### config.mk
export PLATFORM = sky130hd
export DESIGN_NAME = muldiv_hilo_ctrl
export DESIGN_NICKNAME = d
export VERILOG_FILES = /design/src/rtl/muldiv_hilo_ctrl_pkg.sv /design/src/rtl/muldiv_hilo_ctrl_div_iter_core.sv /design/src/rtl/muldiv_hilo_ctrl.sv
export SDC_FILE = /design/constraint.sdc
export NUM_CORES = 1
export LEC_CHECK = 0
export BUFFER_PORTS_ARGS = -buffer_cell sky130_fd_sc_hd__clkbuf_2
export CELL_PAD_IN_SITES_DETAIL_PLACEMENT = 0
export CELL_PAD_IN_SITES_GLOBAL_PLACEMENT = 1
export CORE_ASPECT_RATIO = 1.5
export CORE_MARGIN = 3
export CORE_UTILIZATION = 47
export CTS_BUF_LIST = sky130_fd_sc_hd__clkbuf_2
export DETAILED_ROUTE_END_ITERATION = 10
export GPL_TIMING_DRIVEN = 0
export PLACE_DENSITY = 0.88
export SLEW_MARGIN = 10
export SYNTH_ARGS = -nofsm -noshare
export SYNTH_HDL_FRONTEND = slang
export SYNTH_SLANG_ARGS = --single-unit
### constraint.sdc
create_clock -name clk -period 19.2 [get_ports clk]
set_input_delay 0.96 -clock clk [delete_from_list [all_inputs] [get_ports clk]]
set_output_delay 0.96 -clock clk [all_outputs]
set_load 0.01 [all_outputs]
### src/rtl/muldiv_hilo_ctrl_pkg.sv
// -----------------------------------------------------------------------------
// muldiv_hilo_ctrl_pkg
// Shared definitions for the HI/LO multiply/divide sequencer:
//   - operation encodings on the op input
//   - FSM state type (2-bit encoding, exported on the debug state port)
//   - width of the ID-stage HI/LO forwarding bus
//   - helper classifying an operation as signed
// -----------------------------------------------------------------------------
package muldiv_hilo_ctrl_pkg;

   localparam logic [2:0] MD_OP_MULT  = 3'd0;
   localparam logic [2:0] MD_OP_MULTU = 3'd1;
   localparam logic [2:0] MD_OP_DIV   = 3'd2;
   localparam logic [2:0] MD_OP_DIVU  = 3'd3;
   localparam logic [2:0] MD_OP_MTHI  = 3'd4;
   localparam logic [2:0] MD_OP_MTLO  = 3'd5;

   // {hi_we, lo_we, hi_next[31:0], lo_next[31:0]}
   localparam int HILO_FWD_WD = 66;

   typedef enum logic [1:0] {
      MD_IDLE    = 2'd0,
      MD_MUL_RUN = 2'd1,
      MD_DIV_RUN = 2'd2,
      MD_DONE    = 2'd3
   } md_state_e;

   // MULT and DIV work on magnitudes and need a sign fix-up at the end.
   function automatic logic md_op_signed(input logic [2:0] op);
      return (op == MD_OP_MULT) || (op == MD_OP_DIV);
   endfunction

endpackage

### src/rtl/muldiv_hilo_ctrl_div_iter_core.sv
// -----------------------------------------------------------------------------
// div_iter_core
// Unsigned restoring divider datapath: one quotient bit per step.
// The parent owns sequencing, sign fix-up and the divide-by-zero result.
//
// Ports:
//   clk, rst      clock / asynchronous active-high reset
//   i_load        capture dividend/divisor, clear the partial remainder
//   i_step        perform one restoring step
//   i_dividend    unsigned dividend magnitude
//   i_divisor     unsigned divisor magnitude
//   o_quo_nxt     quotient after the step in progress (valid on the last step)
//   o_rem_nxt     remainder after the step in progress (valid on the last step)
// -----------------------------------------------------------------------------
module div_iter_core #(
   parameter int DATA_W = 32
) (
   input  logic              clk,
   input  logic              rst,
   input  logic              i_load,
   input  logic              i_step,
   input  logic [DATA_W-1:0] i_dividend,
   input  logic [DATA_W-1:0] i_divisor,
   output logic [DATA_W-1:0] o_quo_nxt,
   output logic [DATA_W-1:0] o_rem_nxt
);

   logic [DATA_W-1:0] r_quo;
   logic [DATA_W-1:0] r_rem;
   logic [DATA_W-1:0] r_dvs;

   logic [DATA_W:0]   w_shift;
   logic [DATA_W-1:0] w_trial;
   logic              w_ge;

   // 33-bit partial remainder: remainder shifted left with the next dividend
   // bit (taken from the top of the quotient shift register).
   assign w_shift = {r_rem, r_quo[DATA_W-1]};
   assign w_ge    = (w_shift >= {1'b0, r_dvs});
   // When w_ge holds the difference is below the divisor, so it fits DATA_W bits.
   assign w_trial = w_shift[DATA_W-1:0] - r_dvs;

   assign o_rem_nxt = w_ge ? w_trial : w_shift[DATA_W-1:0];
   assign o_quo_nxt = {r_quo[DATA_W-2:0], w_ge};

   always_ff @(posedge clk or posedge rst) begin
      if (rst) begin
         r_quo <= '0;
         r_rem <= '0;
         r_dvs <= '0;
      end else if (i_load) begin
         r_quo <= i_dividend;
         r_rem <= '0;
         r_dvs <= i_divisor;
      end else if (i_step) begin
         r_quo <= o_quo_nxt;
         r_rem <= o_rem_nxt;
      end
   end

endmodule

### src/rtl/muldiv_hilo_ctrl.sv
// -----------------------------------------------------------------------------
// muldiv_hilo_ctrl
// Multi-cycle sequencer for MULT/MULTU/DIV/DIVU/MTHI/MTLO beside EX. Owns the
// architectural HI/LO registers, requests a pipeline stall while an iterative
// operation runs, and forwards HI/LO writes to the ID bypass.
//
// Build option: define FAST_MUL_EN for a single-cycle combinational multiply
// (IDLE -> DONE, HI/LO written at the accept edge). Divide timing is unchanged.
//
// Ports:
//   clk, rst          clock / asynchronous active-high reset
//   start             EX holds a valid HI/LO-class instruction (level)
//   op                0 MULT, 1 MULTU, 2 DIV, 3 DIVU, 4 MTHI, 5 MTLO, 6-7 no-op
//   src_a, src_b      rs / rt operand values
//   flush             abort the in-flight operation (wins over start)
//   stallreq_muldiv   stall request (combinational)
//   busy              state is MUL_RUN or DIV_RUN (registered)
//   done              one-cycle pulse while in DONE (registered)
//   hi_o, lo_o        HI / LO registers
//   hilo_fwd          {hi_we, lo_we, hi_next, lo_next} in the write cycle
//   o_state           current FSM state (debug)
//
// Handshake: start is a level held by EX; the op is accepted in IDLE when
// start=1 and flush=0. For iterative ops stallreq_muldiv stays high from the
// accept cycle until the last run cycle; in DONE start is ignored because the
// same instruction is leaving EX.
// -----------------------------------------------------------------------------
module muldiv_hilo_ctrl
   import muldiv_hilo_ctrl_pkg::*;
#(
   parameter int DATA_W = 32,
   parameter int CNT_W  = 6
) (
   input  logic                   clk,
   input  logic                   rst,
   input  logic                   start,
   input  logic [2:0]             op,
   input  logic [DATA_W-1:0]      src_a,
   input  logic [DATA_W-1:0]      src_b,
   input  logic                   flush,
   output logic                   stallreq_muldiv,
   output logic                   busy,
   output logic                   done,
   output logic [DATA_W-1:0]      hi_o,
   output logic [DATA_W-1:0]      lo_o,
   output logic [HILO_FWD_WD-1:0] hilo_fwd,
   output md_state_e              o_state
);

   md_state_e           r_state;
   logic [DATA_W-1:0]   r_hi;
   logic [DATA_W-1:0]   r_lo;
   logic [CNT_W-1:0]    r_cnt;
   logic                r_done;
   logic                r_busy;
   logic                r_signed;
   logic                r_sign_q;
   logic                r_sign_r;
   logic                r_div_zero;
   logic [DATA_W-1:0]   r_src_a;
   logic [2*DATA_W-1:0] r_acc;
   logic [2*DATA_W-1:0] r_mcand;
   logic [DATA_W-1:0]   r_mplier;

   logic                w_is_mul;
   logic                w_is_div;
   logic                w_signed_op;
   logic                w_accept;
   logic                w_last;
   logic                w_running;
   logic [DATA_W-1:0]   w_mag_a;
   logic [DATA_W-1:0]   w_mag_b;
   logic [2*DATA_W-1:0] w_acc_nxt;
   logic [2*DATA_W-1:0] w_mul_res;
   logic [DATA_W-1:0]   w_quo_nxt;
   logic [DATA_W-1:0]   w_rem_nxt;
   logic [DATA_W-1:0]   w_div_lo;
   logic [DATA_W-1:0]   w_div_hi;
   logic                w_hi_we;
   logic                w_lo_we;
   logic [DATA_W-1:0]   w_hi_nxt;
   logic [DATA_W-1:0]   w_lo_nxt;

   assign w_is_mul    = (op == MD_OP_MULT) || (op == MD_OP_MULTU);
   assign w_is_div    = (op == MD_OP_DIV)  || (op == MD_OP_DIVU);
   assign w_signed_op = md_op_signed(op);
   assign w_accept    = (r_state == MD_IDLE) && start && !flush;
   assign w_last      = (r_cnt == CNT_W'(DATA_W - 1));
   assign w_running   = ((r_state == MD_MUL_RUN) || (r_state == MD_DIV_RUN)) && !flush;

   assign w_mag_a = (w_signed_op && src_a[DATA_W-1]) ? -src_a : src_a;
   assign w_mag_b = (w_signed_op && src_b[DATA_W-1]) ? -src_b : src_b;

   // Shift-add: add the shifted multiplicand when the current multiplier LSB is 1.
   assign w_acc_nxt = r_mplier[0] ? (r_acc + r_mcand) : r_acc;
   assign w_mul_res = (r_signed && r_sign_q) ? -w_acc_nxt : w_acc_nxt;

   div_iter_core #(.DATA_W(DATA_W)) u_div_core (
      .clk        (clk),
      .rst        (rst),
      .i_load     (w_accept && w_is_div),
      .i_step     ((r_state == MD_DIV_RUN) && !flush),
      .i_dividend (w_mag_a),
      .i_divisor  (w_mag_b),
      .o_quo_nxt  (w_quo_nxt),
      .o_rem_nxt  (w_rem_nxt)
   );

   // Divide by zero returns a fixed pattern with no sign fix-up.
   assign w_div_lo = r_div_zero ? '1 :
                     ((r_signed && r_sign_q) ? -w_quo_nxt : w_quo_nxt);
   assign w_div_hi = r_div_zero ? r_src_a :
                     ((r_signed && r_sign_r) ? -w_rem_nxt : w_rem_nxt);

`ifdef FAST_MUL_EN
   logic [2*DATA_W-1:0] w_fast_prod;
   always_comb begin
      w_fast_prod = '0;
      if (op == MD_OP_MULT)
         w_fast_prod = $signed({{DATA_W{src_a[DATA_W-1]}}, src_a}) *
                       $signed({{DATA_W{src_b[DATA_W-1]}}, src_b});
      else
         w_fast_prod = {{DATA_W{1'b0}}, src_a} * {{DATA_W{1'b0}}, src_b};
   end
`endif

   // HI/LO write enables and data; also drive the ID forwarding bus.
   always_comb begin
      w_hi_we  = 1'b0;
      w_lo_we  = 1'b0;
      w_hi_nxt = '0;
      w_lo_nxt = '0;
      if (w_accept) begin
         if (op == MD_OP_MTHI) begin
            w_hi_we  = 1'b1;
            w_hi_nxt = src_a;
         end else if (op == MD_OP_MTLO) begin
            w_lo_we  = 1'b1;
            w_lo_nxt = src_a;
         end
`ifdef FAST_MUL_EN
         else if (w_is_mul) begin
            w_hi_we  = 1'b1;
            w_lo_we  = 1'b1;
            w_hi_nxt = w_fast_prod[2*DATA_W-1:DATA_W];
            w_lo_nxt = w_fast_prod[DATA_W-1:0];
         end
`endif
      end else if (w_running && w_last) begin
         w_hi_we = 1'b1;
         w_lo_we = 1'b1;
         if (r_state == MD_MUL_RUN) begin
            w_hi_nxt = w_mul_res[2*DATA_W-1:DATA_W];
            w_lo_nxt = w_mul_res[DATA_W-1:0];
         end else begin
            w_hi_nxt = w_div_hi;
            w_lo_nxt = w_div_lo;
         end
      end
   end

   // Combinational outputs are forced low while reset is asserted.
   assign stallreq_muldiv = !rst && ((w_accept && (w_is_mul || w_is_div)) || w_running);
   assign hilo_fwd        = rst ? '0 : {w_hi_we, w_lo_we, w_hi_nxt, w_lo_nxt};
   assign busy            = r_busy;
   assign done            = r_done;
   assign hi_o            = r_hi;
   assign lo_o            = r_lo;
   assign o_state         = r_state;

   always_ff @(posedge clk or posedge rst) begin
      if (rst) begin
         r_state    <= MD_IDLE;
         r_hi       <= '0;
         r_lo       <= '0;
         r_cnt      <= '0;
         r_done     <= 1'b0;
         r_busy     <= 1'b0;
         r_signed   <= 1'b0;
         r_sign_q   <= 1'b0;
         r_sign_r   <= 1'b0;
         r_div_zero <= 1'b0;
         r_src_a    <= '0;
         r_acc      <= '0;
         r_mcand    <= '0;
         r_mplier   <= '0;
      end else begin
         r_done <= 1'b0;
         if (w_hi_we) r_hi <= w_hi_nxt;
         if (w_lo_we) r_lo <= w_lo_nxt;

         case (r_state)
            MD_IDLE: begin
               if (w_accept && (w_is_mul || w_is_div)) begin
                  r_cnt    <= '0;
                  r_signed <= w_signed_op;
                  r_sign_q <= src_a[DATA_W-1] ^ src_b[DATA_W-1];
                  r_sign_r <= src_a[DATA_W-1];
                  if (w_is_mul) begin
`ifdef FAST_MUL_EN
                     r_state <= MD_DONE;
                     r_done  <= 1'b1;
`else
                     r_state  <= MD_MUL_RUN;
                     r_busy   <= 1'b1;
                     r_acc    <= '0;
                     r_mcand  <= {{DATA_W{1'b0}}, w_mag_a};
                     r_mplier <= w_mag_b;
`endif
                  end else begin
                     r_state    <= MD_DIV_RUN;
                     r_busy     <= 1'b1;
                     r_div_zero <= (src_b == '0);
                     r_src_a    <= src_a;
                  end
               end
            end

            MD_MUL_RUN: begin
               if (flush) begin
                  r_state <= MD_IDLE;
                  r_busy  <= 1'b0;
               end else begin
                  r_acc    <= w_acc_nxt;
                  r_mcand  <= {r_mcand[2*DATA_W-2:0], 1'b0};
                  r_mplier <= {1'b0, r_mplier[DATA_W-1:1]};
                  r_cnt    <= r_cnt + CNT_W'(1);
                  if (w_last) begin
                     r_state <= MD_DONE;
                     r_busy  <= 1'b0;
                     r_done  <= 1'b1;
                  end
               end
            end

            MD_DIV_RUN: begin
               if (flush) begin
                  r_state <= MD_IDLE;
                  r_busy  <= 1'b0;
               end else begin
                  r_cnt <= r_cnt + CNT_W'(1);
                  if (w_last) begin
                     r_state <= MD_DONE;
                     r_busy  <= 1'b0;
                     r_done  <= 1'b1;
                  end
               end
            end

            MD_DONE: begin
               r_state <= MD_IDLE;
            end

            default: r_state <= MD_IDLE;
         endcase
      end
   end

endmodule

# Word-level counts from Yosys, hierarchy flattened
# Index checks and enable logic that the tools add are counted.
[op_classes]
reduce_logical = 33
n_bitwise = 2
mux = 56
addsub = 8
order_cmp = 1
n_eq_ne = 14
[ops]
columns = ["cell", "n"]
rows = [
  ["$mux W32", 23],
  ["$mux W64", 8],
  ["$pmux W64 S2", 2],
  ["$neg A32 Y32", 4],
  ["$mux W66", 1],
  ["$add A64 B64 Y64", 1],
  ["$neg A64 Y64", 1],
  ["$pmux W32 S2", 1],
  ["$ge A33 B32 Y1", 1],
  ["$logic_not A32 Y1", 1],
  ["$sub A32 B32 Y32", 1],
  ["$logic_and A1 B1 Y1", 12],
  ["$mux W1", 12],
  ["$mux W6", 2],
  ["$pmux W6 S2", 1],
  ["$reduce_and A3 Y1", 3],
  ["$mux W2", 4],
  ["$add A6 B1 Y6 const B", 1],
  ["$eq A3 B2 Y1 const B", 2],
  ["$eq A3 B3 Y1 const B", 2],
  ["$eq A6 B5 Y1 const B", 1],
  ["$logic_or A1 B1 Y1", 6],
  ["$ne A2 B2 Y1 const B", 3],
  ["$pmux W2 S3", 1],
  ["other kinds (15)", 20],
]
[word_totals]
input_bits = 71
output_inout_bits = 135
elab_cells = 131
regBits = 366

# Logic depth before layout (Yosys ltp)
[logic_depth]
depth_word = 9
depth_mapped = 22
ltp_nobuf = 18

# Hierarchy
# From an unflattened synthesis, not the netlist that was laid out.
[hier_totals]
hier_cells = 3736
area_unflattened_um2 = 29731.0
[by_module_without_submodules]
columns = ["mod", "area_per_inst_um2", "n_inst", "seq_area_each_um2", "cells_per_inst"]
rows = [
  ["muldiv_hilo_ctrl", 22962.0, 1, 6756.5, 2949],
  ["div_iter_core", 6769.0, 1, 2402.3, 787],
]

# Worst setup path before layout
# OpenSTA, ideal clock, no wires.
[synth_timing]
path_type = "in2out"
from = "input port rst"
to = "output port hilo_fwd[21]"
t_arrival_ns = 12.764
path_stages = 3
path_buffers = 1
setup_slack_ns = 5.476
path_cell_list = "inv_1 -> clkbuf_1 -> and2_1"
[synth_between]
elab_chain_len = 1
[synth_rtl]
columns = ["item", "line", "text"]
rows = [
  ["from (decl)", "muldiv_hilo_ctrl.sv:35", "input logic rst,"],
  ["$mux W66", "muldiv_hilo_ctrl.sv:164", "assign hilo_fwd = rst ? '0 : {w_hi_we, w_lo_we, w_hi_nxt, w_lo_nxt};"],
  ["to (decl)", "muldiv_hilo_ctrl.sv:46", "output logic [HILO_FWD_WD-1:0] hilo_fwd,"],
]
# No other way between the ends.

# Final worst setup path
[layout_timing]
from = "register u_div_core.r_rem[0]"
to = "output port hilo_fwd[28]"
[layout_between]
elab_chain_len = 8
[layout_rtl]
columns = ["item", "line", "text"]
rows = [
  ["from (decl)", "muldiv_hilo_ctrl_div_iter_core.sv:29", "logic [DATA_W-1:0] r_rem;"],
  ["from (signal assigned)", "muldiv_hilo_ctrl_div_iter_core.sv:57", "r_rem <= o_rem_nxt;"],
  ["$ge A33 B32 Y1", "muldiv_hilo_ctrl_div_iter_core.sv:39", "assign w_ge = (w_shift >= {1'b0, r_dvs});"],
  ["$neg A32 Y32", "muldiv_hilo_ctrl.sv:111", "((r_signed && r_sign_q) ? -w_quo_nxt : w_quo_nxt);"],
  ["$mux W32", "muldiv_hilo_ctrl.sv:111", ""],
  ["$mux W32", "muldiv_hilo_ctrl.sv:110", "assign w_div_lo = r_div_zero ? '1 :"],
  ["$mux W32", "muldiv_hilo_ctrl.sv:152", "if (r_state == MD_MUL_RUN) begin"],
  ["$mux W32", "muldiv_hilo_ctrl.sv:149", "end else if (w_running && w_last) begin"],
  ["$mux W32", "muldiv_hilo_ctrl.sv:133", "if (w_accept) begin"],
  ["$mux W66", "muldiv_hilo_ctrl.sv:164", ""],
]
# No other way between the ends.

==> flow_metrics.tcl <==
set metrics [dict create \
    syn2layout_area_growth_pct 10.33 \
    busiest_layer "met2" \
    wire_per_inst_um 27.93 \
    cts_num_sinks 366 \
    drive_above_1_share_pct 11.43 \
    setup_tns_ns 0 \
    rsz0062_at_grt "no" \
    synth_area_um2 29560 \
    vias 32700 \
    post-route-util_pct 52.42 \
    synth_flop_cell "dfrtp_1" \
    synth_edf_count 0 \
    place_congestion 1.048 \
    grt_first_pass_wirelength_um 204900 \
    fillers 6346 \
    slew_headroom_pct 12.74 \
    switching_share_pct 56.29 \
    dp.cells 4869 \
    syn_nets 4050 \
    antenna_left 0 \
    synth_top_family_by_area "compound AO/OA/AOI/OAI gates" \
    finalMaxSlewViolations 0 \
    gr-usage-all-layers_pct 41.54 \
    holdCritPathClass "input pin to register" \
    grt_pass1_vias 32090 \
    worst_slack_ns 9.341 \
    min_period_over_period_pct 51.35 \
    stdcell_count 5039 \
    yosysSeqAreaShare_pct 30.98 \
    use_met1_pct 43.95 \
    ctsLongestPathBuffers 3 \
    via_per_inst 6.489 \
    die_w_um 210.8 \
    grt_max_degree 59 \
    antenna_found_initial 11 \
    drt_iter0_drc 3353 \
    num-nets-final 4351 \
    yosys.area_share.simple_pct 25.42 \
    synth.avg_cell_area_um2 7.635 \
    pwr_density_cell_nw_per_um2 164.1 \
    overflow 0 \
    power_leakage_nw 14.70 \
    die_h_um 313.2 \
    tritoncts "yes" \
    dp_hpwl_um 112400 \
    met3_usage_pct 8.290 \
    syn-instance-count 3872 \
    dr.pass1.iters 7 \
    cp.required_ns 18.24 \
    clock_latency_ns 1.22 \
    die_area_um2 66000 \
    io_pins 206 \
    clkTransAtPathRegs_ns 0.11 \
    dp_slack_ns 11.07 \
    start_util_pct 47.51 \
    fp-row-count 112 \
    cts_made_buffers 96 \
    post_dp_cell_area_um2 31730 \
    peakVddDrop_v 0.0001225 \
    tightest_slew_ns 1.304 \
    routed_wl_um 140700 \
    path_class "register to output pin" \
    synthMuxAreaShare_pct 3.166 \
    grt_use_met2_pct 68.51 \
    whs_ns 0.1030 \
    drc_errors 0 \
    ys_ff_latch 366 \
    status "complete, no violations" \
    seqPwrFrac_pct 24.7 \
    final_area_um2 32610 \
    clock_power_share_pct 10.8 \
    synth_xor_area_share_pct 5.629 \
    power_frac_comb_pct 64.5 \
    async_reset_ff_share_pct 100.0 \
    end_kind "output pin" \
    synth-compound-area-share_pct 25.88 \
    cts_max_level 3 \
    cts_setup_buffers 0 \
    yosys_warnings 0 \
    synth_fa_ha_area_share_pct 4.580 \
    core_area_um2 62220 \
    period_needed_ns 9.859 \
    crit_arrival_ns 8.90 \
    power_switching_mw 3.012 \
    totalPowerFinal_mw 5.351 \
    path_max_fanout 10 \
    hold_viol 0 \
    p_int_mw 2.339 \
    start_kind "register" \
    fin_skew_ns 0.08759 \
    cap_violations 0 \
    cts-root-buf "clkbuf_2" \
    timing.fmax_mhz 101.4 \
    synth_cell_type_count 113 \
    final-setup-viol-count 0 \
    io_buffers 191 \
]
## power groups by stage
| stage | combinational (mW) | sequential, mW | clock [mW] |
|---|---|---|---|
| floorplan | 2.19 | 1.25 | 0 |
| global placement | 3.31 | 1.32 | 0 |
| detailed placement | 3.33 | 1.32 | 0 |
| CTS | 3.35 | 1.31 | 0.584 |
| global route | 3.68 | 1.35 | 0.619 |
| finish | 3.45 | 1.32 | 0.579 |
## sequential cells by signal, indices dropped and copies added (netlist names)
| register | cells |
|---|---|
| hi_o | 32 |
| u_div_core.r_quo | 32 |
| done | 1 |
| r_mcand | 64 |
| u_div_core.r_rem | 32 |
| o_state | 2 |
| r_cnt | 6 |
| r_mplier | 32 |
| lo_o | 32 |
| r_src_a | 32 |
| u_div_core.r_dvs | 32 |
| busy | 1 |
| r_acc | 64 |
| r_sign_q | 1 |
| r_div_zero | 1 |
| r_signed | 1 |
| r_sign_r | 1 |
## Yosys cell counts, drive strengths merged (51+ instances only)
cell / instances / area (um^2)
o21ai: 335 / 1695
nor3: 86 / 446.7
a211oi: 51 / 382.9
clkbuf: 192 / 720.7
nand3: 107 / 548.0
a21oi: 280 / 1409
mux2i: 71 / 710.7
a21o: 70 / 526.8
a31oi: 74 / 475.5
nand2: 679 / 2556
and2: 59 / 371.6
dfrtp: 366 / 9159
inv: 79 / 296.5
buf: 55 / 262.8
xnor2: 107 / 937.2
nand4: 58 / 384.1
xor2: 83 / 727.0
ha: 105 / 1314
nor2: 394 / 1494
## cell usage in the layout, fill, tap and decap left out, types with 41 or more instances in the layout
cell type and instances:
nand4_1 56, nor3_1 84, clkbuf_1 190, a31oi_1 72
a21oi_1 278, nand3_1 106, a221oi_1 41, a21o_1 69
inv_1 79, xnor2_1 107, nor2_1 388, xor2_1 83
a211oi_1 51, dfrtp_1 366, ha_1 105, mux2i_1 71
and2_1 55, nand2_1 676, clkbuf_2 323, o21ai_0 318
o31ai_1 44
## worst paths after layout
kind,endpoint,cells past startpoint,slack (ns),startpoint
min reg2reg,hi_o[21],1,0.48,hi_o[21]
max in group asynchronous,u_div_core.r_rem[14],7,17.48,rst
min in group asynchronous,lo_o[10],4,0.42,rst
max reg2reg,lo_o[28],18,11.60,u_div_core.r_rem[0]
max,hilo_fwd[28],19,9.34,u_div_core.r_rem[0]
min,r_src_a[4],3,0.10,src_a[4]
## cell families after synthesis
kind of cell,count (synthesis)
compound gates,1175
xor+xnor,190
fa+ha+maj,107
buf+inv,327
flops,366
mux,91
simple gates,1616
## routing by layer
metal,vias up,part of all wire (%)
met3,654,7.6
met4,12,12
met5,-,0.058
met1,15580,34
met2,1786,47
li1,14670,-
## worst max-delay path, stage by stage, from the launching register on
cell and delay [ns]:
dfrtp_1 0.48, ha_1 0.34, nor2b_1 0.17, o31ai_1 0.76
a21oi_1 0.28, o21ai_1 0.46, a21o_1 0.31, nand2_2 0.24
inv_1 0.38, clkbuf_1 0.55, buf_1 0.73, ha_1 0.39
nand3_1 0.39, o21ai_0 0.59, o21ai_0 0.22, xnor2_1 0.24
a21boi_0 0.11, a221oi_1 0.65, nor2_1 0.17, clkbuf_2 0.20
## what timing repair did
item | CTS | global route
gates resized for setup | 0 | 0
hold endpoints to repair | 17 | 0
hold buffers | 4 | 0
setup endpoints to repair | 0 | 0
## final cells by class
type / count / area, um^2 / area share, %
clock buffers: 131 / 655.6 / 2.010
inverters: 80 / 300.3 / 0.9207
well taps: 798 / 998.5 / 3.061
repair buffers: 203 / 1204 / 3.691
plain buffers: 247 / 988.4 / 3.031
multi-input cells: 3179 / 19120 / 58.64
clock inverters: 28 / 167.7 / 0.5141
flip-flops and latches: 366 / 9159 / 28.08
diodes: 7 / 17.52 / 0.05371
No activity file was read; power rests on OpenSTA's default activity.
